==> config.mk <==
export PLATFORM = sky130hd
export DESIGN_NAME = lzrw1_byte_packer_flat
export DESIGN_NICKNAME = d
export VERILOG_FILES = /design/src/rtl/lzrw1_pkg.sv /design/src/rtl/lzrw1_byte_packer_if.sv /design/src/rtl/lzrw1_sync_fifo.sv /design/src/rtl/lzrw1_byte_packer.sv /design/src/flat_wrapper.sv
export SDC_FILE = /design/constraint.sdc
export NUM_CORES = 1
export LEC_CHECK = 0
export BUFFER_PORTS_ARGS = -buffer_cell sky130_fd_sc_hd__buf_4
export CAP_MARGIN = 20
export CELL_PAD_IN_SITES_DETAIL_PLACEMENT = 0
export CELL_PAD_IN_SITES_GLOBAL_PLACEMENT = 1
export CORE_MARGIN = 4
export CORE_UTILIZATION = 45
export DETAILED_ROUTE_END_ITERATION = 10
export PLACE_DENSITY_LB_ADDON = 0.08
export SETUP_SLACK_MARGIN = 0.3
export SYNTH_ARGS = -nofsm -noshare
export SYNTH_HDL_FRONTEND = slang
export SYNTH_SLANG_ARGS = --single-unit
==> constraint.sdc <==
create_clock -name clock -period 6.35 [get_ports clock]
set_input_delay 0.635 -clock clock [delete_from_list [all_inputs] [get_ports clock]]
set_output_delay 0.635 -clock clock [all_outputs]
set_load 0.02 [all_outputs]
==> src/rtl/lzrw1_pkg.sv <==
// Shared byte type and widths for the LZRW1 output packer and its benches.
package lzrw1_pkg;

  localparam int BYTE_W = 8;

  typedef logic [BYTE_W-1:0] byte_t;

  // FIFO entry holds {last, keep, data} for one packed word.
  function automatic int entry_w(input int bytes);
    return (BYTE_W + 1) * bytes + 1;
  endfunction

endpackage

==> src/rtl/lzrw1_byte_packer_if.sv <==
// Byte-in / word-out stream bundle for lzrw1_byte_packer.
interface lzrw1_byte_packer_if #(
  parameter int BYTES = 4
);
  import lzrw1_pkg::*;

  logic               in_valid;
  byte_t              in_byte;
  logic               in_last;
  logic               in_ready;
  logic               out_valid;
  logic               out_ready;
  logic [8*BYTES-1:0] out_data;
  logic [BYTES-1:0]   out_keep;
  logic               out_last;

  modport slave (
    input  in_valid, in_byte, in_last, out_ready,
    output in_ready, out_valid, out_data, out_keep, out_last
  );

  modport master (
    output in_valid, in_byte, in_last, out_ready,
    input  in_ready, out_valid, out_data, out_keep, out_last
  );

endinterface

==> src/rtl/lzrw1_sync_fifo.sv <==
// Single-clock FIFO with occupancy count; storage is not reset.
module lzrw1_sync_fifo #(
  parameter int WIDTH = 37,
  parameter int DEPTH = 4
) (
  input  logic                     clock,
  input  logic                     reset,
  input  logic                     push,
  input  logic                     pop,
  input  logic [WIDTH-1:0]         din,
  output logic [WIDTH-1:0]         dout,
  output logic                     full,
  output logic                     empty,
  output logic [$clog2(DEPTH):0]   count
);
  localparam int AW = $clog2(DEPTH);

  logic [WIDTH-1:0] mem [DEPTH];
  logic [AW-1:0]    wr_ptr;
  logic [AW-1:0]    rd_ptr;
  logic             do_push;
  logic             do_pop;

  assign full    = (count == (AW+1)'(DEPTH));
  assign empty   = (count == '0);
  assign do_push = push && !full;
  assign do_pop  = pop && !empty;
  assign dout    = mem[rd_ptr];

  always_ff @(posedge clock) begin
    if (reset) begin
      wr_ptr <= '0;
      rd_ptr <= '0;
      count  <= '0;
    end else begin
      if (do_push) begin
        mem[wr_ptr] <= din;
        wr_ptr      <= wr_ptr + AW'(1);
      end
      if (do_pop) begin
        rd_ptr <= rd_ptr + AW'(1);
      end
      unique case ({do_push, do_pop})
        2'b10:   count <= count + (AW+1)'(1);
        2'b01:   count <= count - (AW+1)'(1);
        default: count <= count;
      endcase
    end
  end

endmodule

==> src/rtl/lzrw1_byte_packer.sv <==
// Packs decompressed bytes into BYTES-wide words with keep/last via a FIFO.
// Optional LZRW1_PACKER_BYTE_COUNT_EN adds frame_bytes / frame_done.
module lzrw1_byte_packer
  import lzrw1_pkg::*;
#(
  parameter int BYTES = 4,
  parameter int DEPTH = 4
) (
  input  logic                clock,
  input  logic                reset,
  lzrw1_byte_packer_if.slave  bus
`ifdef LZRW1_PACKER_BYTE_COUNT_EN
  ,
  output logic [31:0]         frame_bytes,
  output logic [0:0]          frame_done
`endif
);
  localparam int IW = (BYTES > 1) ? $clog2(BYTES) : 1;
  localparam int EW = entry_w(BYTES);
  localparam int CW = $clog2(DEPTH) + 1;

  logic [IW-1:0]      index;
  byte_t              lane [BYTES];
  logic               accept;
  logic               close;
  logic [8*BYTES-1:0] word_data;
  logic [BYTES-1:0]   word_keep;
  logic [EW-1:0]      fifo_din;
  logic [EW-1:0]      fifo_dout;
  logic               fifo_full;
  logic               fifo_empty;
  logic [CW-1:0]      fifo_count;

  assign bus.in_ready = !reset && (fifo_count < CW'(DEPTH));
  assign accept       = bus.in_valid && bus.in_ready;
  assign close        = accept &&
                        (bus.in_last || index == IW'(BYTES - 1));

  // Completed word: held lanes below index, current byte at index.
  always_comb begin
    word_data = '0;
    word_keep = '0;
    for (int i = 0; i < BYTES; i++) begin
      if (i < int'(index)) begin
        word_data[i*8 +: 8] = lane[i];
        word_keep[i]        = 1'b1;
      end else if (i == int'(index)) begin
        word_data[i*8 +: 8] = bus.in_byte;
        word_keep[i]        = 1'b1;
      end
    end
  end

  assign fifo_din = {bus.in_last, word_keep, word_data};

  always_ff @(posedge clock) begin
    if (reset) begin
      index <= '0;
      for (int i = 0; i < BYTES; i++) lane[i] <= '0;
    end else if (accept) begin
      if (close) begin
        index <= '0;
        for (int i = 0; i < BYTES; i++) lane[i] <= '0;
      end else begin
        lane[index] <= bus.in_byte;
        index       <= index + IW'(1);
      end
    end
  end

  lzrw1_sync_fifo #(
    .WIDTH (EW),
    .DEPTH (DEPTH)
  ) u_fifo (
    .clock (clock),
    .reset (reset),
    .push  (close && !fifo_full),
    .pop   (bus.out_ready),
    .din   (fifo_din),
    .dout  (fifo_dout),
    .full  (fifo_full),
    .empty (fifo_empty),
    .count (fifo_count)
  );

  // Zero the bus when empty so stale storage never shows.
  assign bus.out_valid = !fifo_empty;
  assign {bus.out_last, bus.out_keep, bus.out_data} =
    fifo_empty ? '0 : fifo_dout;

`ifdef LZRW1_PACKER_BYTE_COUNT_EN
  logic [31:0] fb_base;

  assign fb_base = frame_done[0] ? 32'd0 : frame_bytes;

  always_ff @(posedge clock) begin
    if (reset) begin
      frame_bytes <= '0;
      frame_done  <= '0;
    end else begin
      frame_done <= accept && bus.in_last;
      if (accept) begin
        frame_bytes <= (&fb_base) ? fb_base : fb_base + 32'd1;
      end else if (frame_done[0]) begin
        frame_bytes <= '0;
      end
    end
  end
`endif

endmodule
==> src/flat_wrapper.sv <==
// flat-port wrapper written by rule: the top's interface ports become plain ports
module lzrw1_byte_packer_flat import lzrw1_pkg::*;
#(
  parameter int BYTES = 4,
  parameter int DEPTH = 4
)
  (clock, reset, bus_in_valid, bus_in_byte, bus_in_last, bus_out_ready, bus_in_ready, bus_out_valid, bus_out_data, bus_out_keep, bus_out_last);
  lzrw1_byte_packer_if #(.BYTES(BYTES)) bus_i ();
  input  logic clock;
  input  logic reset;
  input wire logic [$bits(bus_i.in_valid)-1:0] bus_in_valid;
  input wire logic [$bits(bus_i.in_byte)-1:0] bus_in_byte;
  input wire logic [$bits(bus_i.in_last)-1:0] bus_in_last;
  input wire logic [$bits(bus_i.out_ready)-1:0] bus_out_ready;
  output wire logic [$bits(bus_i.in_ready)-1:0] bus_in_ready;
  output wire logic [$bits(bus_i.out_valid)-1:0] bus_out_valid;
  output wire logic [$bits(bus_i.out_data)-1:0] bus_out_data;
  output wire logic [$bits(bus_i.out_keep)-1:0] bus_out_keep;
  output wire logic [$bits(bus_i.out_last)-1:0] bus_out_last;
  assign bus_i.in_valid = bus_in_valid;
  assign bus_i.in_byte = bus_in_byte;
  assign bus_i.in_last = bus_in_last;
  assign bus_i.out_ready = bus_out_ready;
  assign bus_in_ready = bus_i.in_ready;
  assign bus_out_valid = bus_i.out_valid;
  assign bus_out_data = bus_i.out_data;
  assign bus_out_keep = bus_i.out_keep;
  assign bus_out_last = bus_i.out_last;
  lzrw1_byte_packer #(.BYTES(BYTES), .DEPTH(DEPTH)) u_core (.clock(clock), .reset(reset), .bus(bus_i));
endmodule
==> results of run 1 <==
where the power goes:
| part | internal (mW) | leakage, nW | switching (mW) |
|---|---|---|---|
| sequential | 1.33 | 1.63 | 0.0424 |
| clock | 0.614 | 0.271 | 0.404 |
| combinational | 0.319 | 1.01 | 0.363 |
metal layers:
metal,share of wire,vias up,GRT usage
met5,0,-,0
met4,0.011,0,0.05377
met3,0.032,13,0.03529
met2,0.48,60,0.2423
met1,0.48,1895,0.2280
li1,-,1730,-
synth_stat cells:
master    instances  area (µm²)
nand3_1           3       15.01
clkbuf_2          1       5.000
or2_1             1       6.260
and4_4            1       11.26
nor2_2            1       6.260
buf_12            3       60.06
o21ai_0          20       100.1
xor2_1            3       26.28
and2_4            1       8.760
and4_1            2       17.52
clkbuf_1         10       37.54
edfxtp_1        168        5045
buf_6             2       22.52
or2_2             1       6.260
mux4_1            6       157.7
fa_1              1       20.02
nor2_1            6       22.52
dfxtp_1          11       220.2
buf_4             1       7.510
nand4b_1          1       8.760
a21oi_1           4       20.02
nand2b_1          3       18.77
ha_1             10       125.1
or3_1             6       37.54
and3_1            4       25.02
nor3b_2           1       12.51
inv_1             9       33.78
mux4_2           30       675.7
o311ai_0          1       8.760
buf_2             7       35.03
mux2_2            8       90.09
and2_1           69       431.7
o31ai_1           1       7.510
nand2_1          34       127.6
or3_4             1       11.26
registers in the layout (all words and copies together), names as in the netlist, named ones only:
register	flops
u_core.u_fifo.rd_ptr	2
u_core.u_fifo.count	3
u_core.index	2
u_core.u_fifo.wr_ptr	2
u_core.u_fifo.mem	144
u_core.lane	24
metrics by stage:
stage	std cells	cell area [µm²]
after floorplan	431	7465
after CTS	712	8579
after global routing	712	8579
after detailed placement	681	8004
final	712	8579
after global placement	681	8004
worst max-delay path by stage:
stage          slack [ns]                             endpoint                          from  depth (start not counted)
2_1_floorplan        3.96  u_core.u_fifo.count[2]$_SDFFE_PP0P_  u_core.index[0]$_SDFFE_PP0P_                         11
3_3_place_gp         2.86   u_core.u_fifo.mem[0][27]$_DFFE_PP_  u_core.index[1]$_SDFFE_PP0P_                          4
3_5_place_dp         2.75   u_core.u_fifo.mem[0][26]$_DFFE_PP_  u_core.index[1]$_SDFFE_PP0P_                          4
4_1_cts              2.74   u_core.u_fifo.mem[0][31]$_DFFE_PP_  u_core.index[1]$_SDFFE_PP0P_                          4
5_1_grt              2.50   u_core.u_fifo.mem[1][31]$_DFFE_PP_  u_core.index[1]$_SDFFE_PP0P_                          4
6_report             2.80   u_core.u_fifo.mem[1][31]$_DFFE_PP_  u_core.index[1]$_SDFFE_PP0P_                          4
critical path, cell delays in order, from the launching register on:
cell and delay [ns]:
dfxtp_1 0.70, ha_1 0.87, or2_1 0.33, and3_1 0.86, buf_4 0.45
cell type report:
type                    count  share of cell area
clock inverters            10             0.01575
repair buffers             58             0.05075
inverters                   9            0.003938
flip-flops and latches    179              0.6138
well taps                 216             0.03150
clock buffers              21             0.05133
multi-input cells         219              0.2329
kinds of logic after synthesis:
family	after synthesis
DFF	179
and+or+nand+nor	135
muxes	44
buffers and inverters	33
AOI/OAI and AO/OA	26
adders and majority gates	11
xor gates and xnor gates	3
==> results.md, run 1 <==
* Synth cell types at 35
* Num CTS Buffers at 17
* Initial Util at 0.4649
* Final HPWL DP at just under 9000 µm
* Synthesized area at between 7000 and 8000 µm²
* Worst IR Drop VDD at around 230 µV
* Worst skew pair latency at about 0.42 ns
* Min-delay worst type: input pin to flip-flop
* Top Ports at between 50 and 60
* Final Power at 3.068 mW
* Mapped Avg Cell Area at between 15 and 20 µm²
* CP arrival at 3.64 ns
* Vias in the first global route at 3682
* Most frequent cells in the layout: edfxtp_1 (168), and2_1 (69), buf_4 (58), nand2_1 (34), mux4_2 (30)
* # clock sinks at between 150 and 200
* Crit. End Element: flip-flop
* All-layer global routing usage at 0.1587
* Crit path time final at approximately 3.5 ns
* Max_cap viols at 0
* Grt ovf at 0
* Final Setup Violations at 0
* Area delta synth->final at 14.93%
* Placement row count at 46
* Lkg Pwr at roughly 2.9 nW
* R2R depth at 4
* Reg clk slew, reported paths at 0.06 ns
* Remaining routing DRC violations at 0
* Diode count at 0
* Synth Area in Adders at 0.01944
* Post_cts resized at 0
* Compound-gate portion of the synthesized area at 0.01827
* Final Max Slew Viols at 0
* Min setup slack post-route at roughly 2.8 ns
* Slew margin rel. at 0.3332
* FILL cells at 1283
* Die Y at between 100 and 150 µm
* Launch point of the worst reg-to-reg path: u_core.index[1]$_SDFFE_PP0P_
* Final Wtd Congestion at around 0.74
* Hold EP: u_core.u_fifo.mem[3][36]$_DFFE_PP_
* DRT Pass-1 Iters at 4
* Final core occ at 0.5343
* FF-to-FF setup slack at between 2 and 3 ns
* Drt via density at approximately 5.2
* First-pass GRT wire length at around 22000 µm
* Root Buffer: clkbuf_16
* Initial antenna violation count at 0
* HP Start: bus_in_last
* Req. time, crit path at 6.44 ns
* Hold Path Stages at 1
* Xor and xnor area share after synthesis at 0.003520
* Via count at 3698
* Core box area at ~16000 µm²
* Crit Path Class: flip-flop to flip-flop
* Achievable Freq at 281.8 MHz
* Sequential cell area at between 5000 and 6000 µm²
* DR iter-0 viols at approximately 240
* Simple-Gate Fraction of Synth Area at 0.1027
* Layout Nets at slightly above 500
* Commonest non-fill, non-tap cell in the layout: edfxtp_1
* Capturing point of the worst reg2reg path: u_core.u_fifo.mem[1][31]$_DFFE_PP_
* Setup Skew at 0.005725 ns
* CTS HTree Levels at 4
* Clock buffer depth at 2
* Hold Vio Cnt, Final at 0
* Layout cells sized above 1 at 0.2601
* Tcrit/Tclk final at 0.5589
* Largest net degree at the start of global routing at 40
* CTS tree: done
* Hold_buf cts at 0
* Multi-input logic area at roughly 2000 µm²
* Worst-Margin Slew at around 1.0 ns
* Die Span X at approximately 140 µm
* PwrDens at between 300 and 400 nW/µm²
* Status: complete, no violations
* Avg WL per Cell at around 20 µm
* Routed Antenna Nets at 0
* RSZ-0062 raised after global routing: false
* Die footprint at between 15000 and 20000 µm²
* Number of I/O port buffers at slightly above 50
* WHS at between 0.4 and 0.5 ns
* Largest family of logic cells by synthesized area: multiplexers
* Synth warn at 0
* Post-synthesis net count at 455
* Fin Setup TNS at 0 ns
* Register bit count reported by yosys at 179
* Post-Syn Instances at about 430
* Crit Path Max Fanout at 30
* Post-CTS Setup Inserts at 0
* WL final at 13930 µm
* Worst slack, placed at around 2.7 ns
* Post-synthesis mux area share at 0.1237
* Sequential cell area fraction in the yosys report at 0.7053
* Crit path launch type: flip-flop
Power figures use the tool's default switching activity.
==> run 2, diff against run 1 <==
- clock period: 6.35 -> 2.9 ns (I/O delays scaled with it)
==> results.md, run 2 (same netlist as run 1, synthesis figures left out) <==
* Post-CTS Setup Inserts at 0
* Final HPWL DP at around 9000 µm
* Remaining routing DRC violations at 0
* Crit. End Element: output pin
* Die footprint at around 19000 µm²
* Routed Antenna Nets at 0
* Slew margin rel. at 0.5973
* Num CTS Buffers at 17
* Hold Path Stages at 1
* FF-to-FF setup slack at 0.58 ns
* RSZ-0062 raised after global routing: false
* CTS HTree Levels at 4
* Seq pwr share at 0.429
* Final Wtd Congestion at between 0.7 and 0.8
* Layout cells sized above 1 at 0.2837
* DR iter-0 viols at around 270
* Tcrit/Tclk final at 0.8254
* Vias in the first global route at approximately 4000
* Layout Nets at between 500 and 600
* Capturing point of the worst reg2reg path: u_core.u_fifo.count[2]$_SDFFE_PP0P_
* Root Buffer: clkbuf_16
* Achievable Freq at between 400 and 500 MHz
* Setup Skew at about 0.0066 ns
* Top Registers: u_core.u_fifo.mem (144), u_core.lane (24), u_core.u_fifo.count (3)
* Status: complete, no violations
* Cell Chain, Critical Path: buf_12 -> mux4_1 -> and2_1 -> buf_4
* Placement row count at 46
* Min setup slack post-route at about 0.5 ns
* Int Power at approximately 5 mW
* Gate power share at 0.229
* Sw power at between 1.5 and 2 mW
* CP arrival at 2.10 ns
* Crit Path Max Fanout at 32
* Initial antenna violation count at 0
* HP Start: bus_in_last
* Via count at roughly 3800
* Worst IR Drop VDD at roughly 550 µV
* Max reg flops at ~140
* Hold EP: u_core.u_fifo.mem[1][36]$_DFFE_PP_
* Hold Vio Cnt, Final at 0
* Fin Setup TNS at 0 ns
* Die Span X at between 100 and 150 µm
* Clock buffer depth at 2
* Number of I/O port buffers at 51
* Hold_buf cts at 0
* Worst slack, placed at slightly above 0.5 ns
* R2R depth at 10
* Crit path time final at 2.394 ns
* Die Y at ~140 µm
* Reg with most FFs: u_core.u_fifo.mem
* All-layer global routing usage at 0.1681
* Most frequent cells in the layout: edfxtp_1 (168), and2_1 (69), buf_4 (64), nand2_1 (34), mux4_2 (30)
* Drt via density at ~5.2
* Final Max Slew Viols at 0
* Lkg Pwr at between 2 and 3 nW
* Clock share of power at 0.342
* PwrDens at roughly 800 nW/µm²
* Core box area at roughly 16000 µm²
* Final Setup Violations at 0
* CP max stage delay at ~0.59 ns
* Min-delay worst type: input pin to flip-flop
* Commonest non-fill, non-tap cell in the layout: edfxtp_1
* Top Ports at 52
* Worst path slowest cell: mux4_1
* Initial Util at 0.4649
* Worst skew pair latency at 0.42 ns
* Max_cap viols at 0
* Largest net degree at the start of global routing at 39
* Worst-Margin Slew at between 0.5 and 0.6 ns
* Crit path launch type: flip-flop
* First-pass GRT wire length at 23020 µm
* Sw Share at 0.2660
* Reg clk slew, reported paths at ~0.06 ns
* Crit Path Class: flip-flop to output pin
* DRT Pass-1 Iters at 4
* Area delta synth->final at 16.44%
* # clock sinks at 179
* Diode count at 0
* Req. time, crit path at 2.61 ns
* Avg WL per Cell at approximately 20 µm
* Grt ovf at 0
* Post_cts resized at 0
* Launch point of the worst reg-to-reg path: u_core.index[0]$_SDFFE_PP0P_
* WL final at approximately 14000 µm
* CTS tree: done
run 2: changes by cell type in the layout (fill, tap and decap cells not counted):
cell	before	now
clkbuf_8	0	3
clkinv_1	1	0
clkinv_2	2	3
clkinv_4	1	2
clkbuf_1	4	0
buf_4	58	64
or2_4	0	1
or2_1	1	0
inv_6	0	1
buf_12	0	1
run 2: stage by stage:
step                      area (µm²)    util  total power [mW]  std cells  hold slack (ns)
after floorplan                 7465       -             4.096        431           0.3889
after global placement          8069  0.5025             4.614        688           0.5040
after detailed placement        8069  0.5025             4.629        688           0.5114
after CTS                       8690  0.5411             6.988        720          0.07792
after global routing            8692  0.5413             7.225        720          0.09102
final                           8692  0.5413             6.886        720           0.1003
run 2: area by class of cell:
type / count / area (µm²)
clock buffers: 20 / 466.7
clock inverters: 12 / 153.9
fillers: 1307 / 7366
inverters: 9 / 33.78
multi-input cells: 219 / 2001
flip-flops and latches: 179 / 5266
well taps: 216 / 270.3
repair buffers: 65 / 500.5
run 2: power groups by stage:
| stage | logic [mW] | clock network [mW] | registers, mW |
|---|---|---|---|
| floorplan | 1.11 | 0 | 2.98 |
| global placement | 1.61 | 0 | 3.01 |
| detailed placement | 1.62 | 0 | 3.01 |
| CTS | 1.62 | 2.41 | 2.96 |
| global route | 1.73 | 2.53 | 2.97 |
| finish | 1.58 | 2.36 | 2.96 |
run 2: worst max-delay path, delay by kind of cell, from the launching register on:
family	cells	cell delay, ns
DFF	1	0.44
muxes	1	0.59
and+or+nand+nor	1	0.18
buffers and inverters	2	0.46
run 2: metal layers:
layer,GRT usage,part of all wire
met2,0.2673,0.50
met3,0.03272,0.042
met1,0.2353,0.45
met5,0,0
met4,0.05599,0.0077
run 2: worst max path at each step:
stage                     slack, ns                          from                             endpoint
final                          0.51                     flip-flop                      bus_out_data[2]
after global placement         0.56  u_core.index[0]$_SDFFE_PP0P_  u_core.u_fifo.count[2]$_SDFFE_PP0P_
after detailed placement       0.52  u_core.index[0]$_SDFFE_PP0P_  u_core.u_fifo.count[2]$_SDFFE_PP0P_
after global routing           0.34  u_core.index[0]$_SDFFE_PP0P_  u_core.u_fifo.count[2]$_SDFFE_PP0P_
after CTS                      0.44                     flip-flop                      bus_out_data[2]
after floorplan                0.51  u_core.index[0]$_SDFFE_PP0P_  u_core.u_fifo.count[2]$_SDFFE_PP0P_
==> run 3, diff against run 2 <==
- clock period: 2.9 -> 2.1 ns (I/O delays scaled with it)
==> results.md, run 3 (same netlist as run 1, synthesis figures left out) <==
* Root Buffer: clkbuf_16
* Hold EP: u_core.u_fifo.mem[3][36]$_DFFE_PP_
* Worst-Margin Slew at a little over 0.5 ns
* Req. time, crit path at approximately 1.9 ns
* FF-to-FF setup slack at ~0.030 ns
* Cell Chain, Critical Path: buf_12 -> clkbuf_16 -> mux4_2 -> and2_4 -> buf_6
* Hold_buf cts at 0
* # clock sinks at 179
* CP arrival at around 1.9 ns
* Crit Path Class: flip-flop to output pin
* Top Ports at 52
* Crit path launch type: flip-flop
* Min-delay worst type: input pin to flip-flop
* Fin area at about 9000 µm²
* Die footprint at about 19000 µm²
* Placement row count at 46
* Routed Antenna Nets at 0
* Crit. End Element: output pin
* Initial Util at 0.4649
* Crit Path Max Fanout at 5
* Top Registers: u_core.u_fifo.mem (144), u_core.lane (24), u_core.u_fifo.count (3)
* Largest net degree at the start of global routing at 39
* Vias in the first global route at about 4000
* Commonest non-fill, non-tap cell in the layout: edfxtp_1
* Grt ovf at 0
* Final Wtd Congestion at ~0.76
* R2R depth at 10
* Worst path slowest cell: mux4_2
* RSZ-0062 raised after global routing: true
* First-pass GRT wire length at about 22000 µm
* Placed cell area at a little over 8000 µm²
* Max_cap viols at 0
* Final Max Slew Viols at 0
* Most frequent cells in the layout: edfxtp_1 (168), and2_4 (38), buf_6 (37), mux4_2 (36), nand2_1 (34)
* Clock buffer depth at 2
* Final Setup Violations at 5
* Reg clk slew, reported paths at ~0.06 ns
* Die Span X at 136.8 µm
* Initial antenna violation count at 0
* Worst skew pair latency at between 0.4 and 0.5 ns
* Die Y at 136.8 µm
* Achievable Freq at between 400 and 500 MHz
* DR iter-0 viols at roughly 200
* Area delta synth->final at 22.86%
* WL final at approximately 15000 µm
* Core box area at 16060 µm²
* CTS tree: done
* Fin cells at 735
* Lkg Pwr at 3.136 nW
* Launch point of the worst reg-to-reg path: u_core.index[1]$_SDFFE_PP0P_
* Tcrit/Tclk final at 1.010
* DP Cell Count at about 700
* Failing checks: setup timing
* DRT Pass-1 Iters at 4
* Layout Nets at 530
* Hold Path Stages at 1
* Hold Vio Cnt, Final at 0
* HP Start: bus_in_last
* Final HPWL DP at 8711 µm
* Capturing point of the worst reg2reg path: u_core.u_fifo.count[2]$_SDFFE_PP0P_
* Fin Setup TNS at -0.06273 ns
* Number of I/O port buffers at about 50
* PwrDens at 1101 nW/µm²
* Remaining routing DRC violations at 0
* FILL cells at approximately 1200
* Via count at ~3800
* Diode count at 0
* Crit path time final at ~2.1 ns
* Setup Skew at 0.005935 ns
* Worst IR Drop VDD at about 830 µV
* Max reg flops at 144
* Slew margin rel. at 0.6515
* Drt via density at roughly 5.2
* Min setup slack post-route at -0.02141 ns
* CP max stage delay at roughly 0.50 ns
* Layout cells sized above 1 at 0.4027
* Num CTS Buffers at 17
* All-layer global routing usage at 0.1619
* CTS HTree Levels at 4
* Avg WL per Cell at roughly 20 µm
* Reg with most FFs: u_core.u_fifo.mem
* Status: finished, violations left
[run 3: worst max-delay path: cells and delay by family, from the launching register on]
family	cells	cell delay [ns]
mux	1	0.50
flops	1	0.42
buf+inv	3	0.41
simple gates	1	0.17
[run 3: worst max path at each step]
stage                            startpoint                             endpoint  slack (ns)  cells after the start
6_report                          flip-flop                     bus_out_data[31]       -0.02                      5
5_1_grt                           flip-flop                     bus_out_data[31]       -0.08                      5
4_1_cts                           flip-flop                     bus_out_data[15]      -0.002                      4
3_5_place_dp   u_core.index[1]$_SDFFE_PP0P_  u_core.u_fifo.count[2]$_SDFFE_PP0P_        0.04                     10
3_3_place_gp   u_core.index[1]$_SDFFE_PP0P_  u_core.u_fifo.count[2]$_SDFFE_PP0P_        0.08                     10
2_1_floorplan  u_core.index[0]$_SDFFE_PP0P_  u_core.u_fifo.count[2]$_SDFFE_PP0P_       -0.05                     11
[run 3: final cells by class]
class	count	area, µm²	share of cell area
Clock buffer	20	436.7	0.04761
Clock inverter	12	113.9	0.01241
Inverter	9	36.28	0.003956
Multi-Input combinational cell	219	2125	0.2317
Sequential cell	179	5275	0.5752
Tap cell	216	270.3	0.02947
Timing Repair Buffer	80	914.6	0.09973
[run 3: timing repair]
action / CTS / global route
pin swaps: 4 / 0
endpoints found under the setup margin: 63 / 75
cloned: 0 / 3
setup buffers: 1 / 1
gates resized for setup: 54 / 49
endpoints found under the hold margin: 0 / 0
[run 3: per-layer routing]
metal / wire, µm / GRT usage / share of wire
met1: 6628 / 0.2207 / 0.46
met4: 363 / 0.05820 / 0.025
met3: 611 / 0.03860 / 0.042
met5: 0 / 0 / 0
met2: 6948 / 0.2566 / 0.48
[run 3: stage by stage]
| stage | setup WS, ns | power, mW | hold WS [ns] | utilization |
|---|---|---|---|---|
| after floorplan | -0.05208 | 5.685 | 0.3089 | - |
| after global placement | 0.07739 | 6.449 | 0.4404 | 0.5143 |
| after detailed placement | 0.03848 | 6.473 | 0.4439 | 0.5143 |
| after CTS | -0.001792 | 9.786 | 0.0009122 | 0.5577 |
| after global routing | -0.07808 | 10.54 | 0.003014 | 0.5711 |
| final | -0.02141 | 10.09 | 0.02437 | 0.5711 |
[run 3: where the power goes]
group / switching, mW / internal [mW] / leakage, nW
clock network: 1.25 / 1.73 / 0.266
logic: 1.37 / 1.66 / 1.24
registers: 0.0735 / 4.01 / 1.63
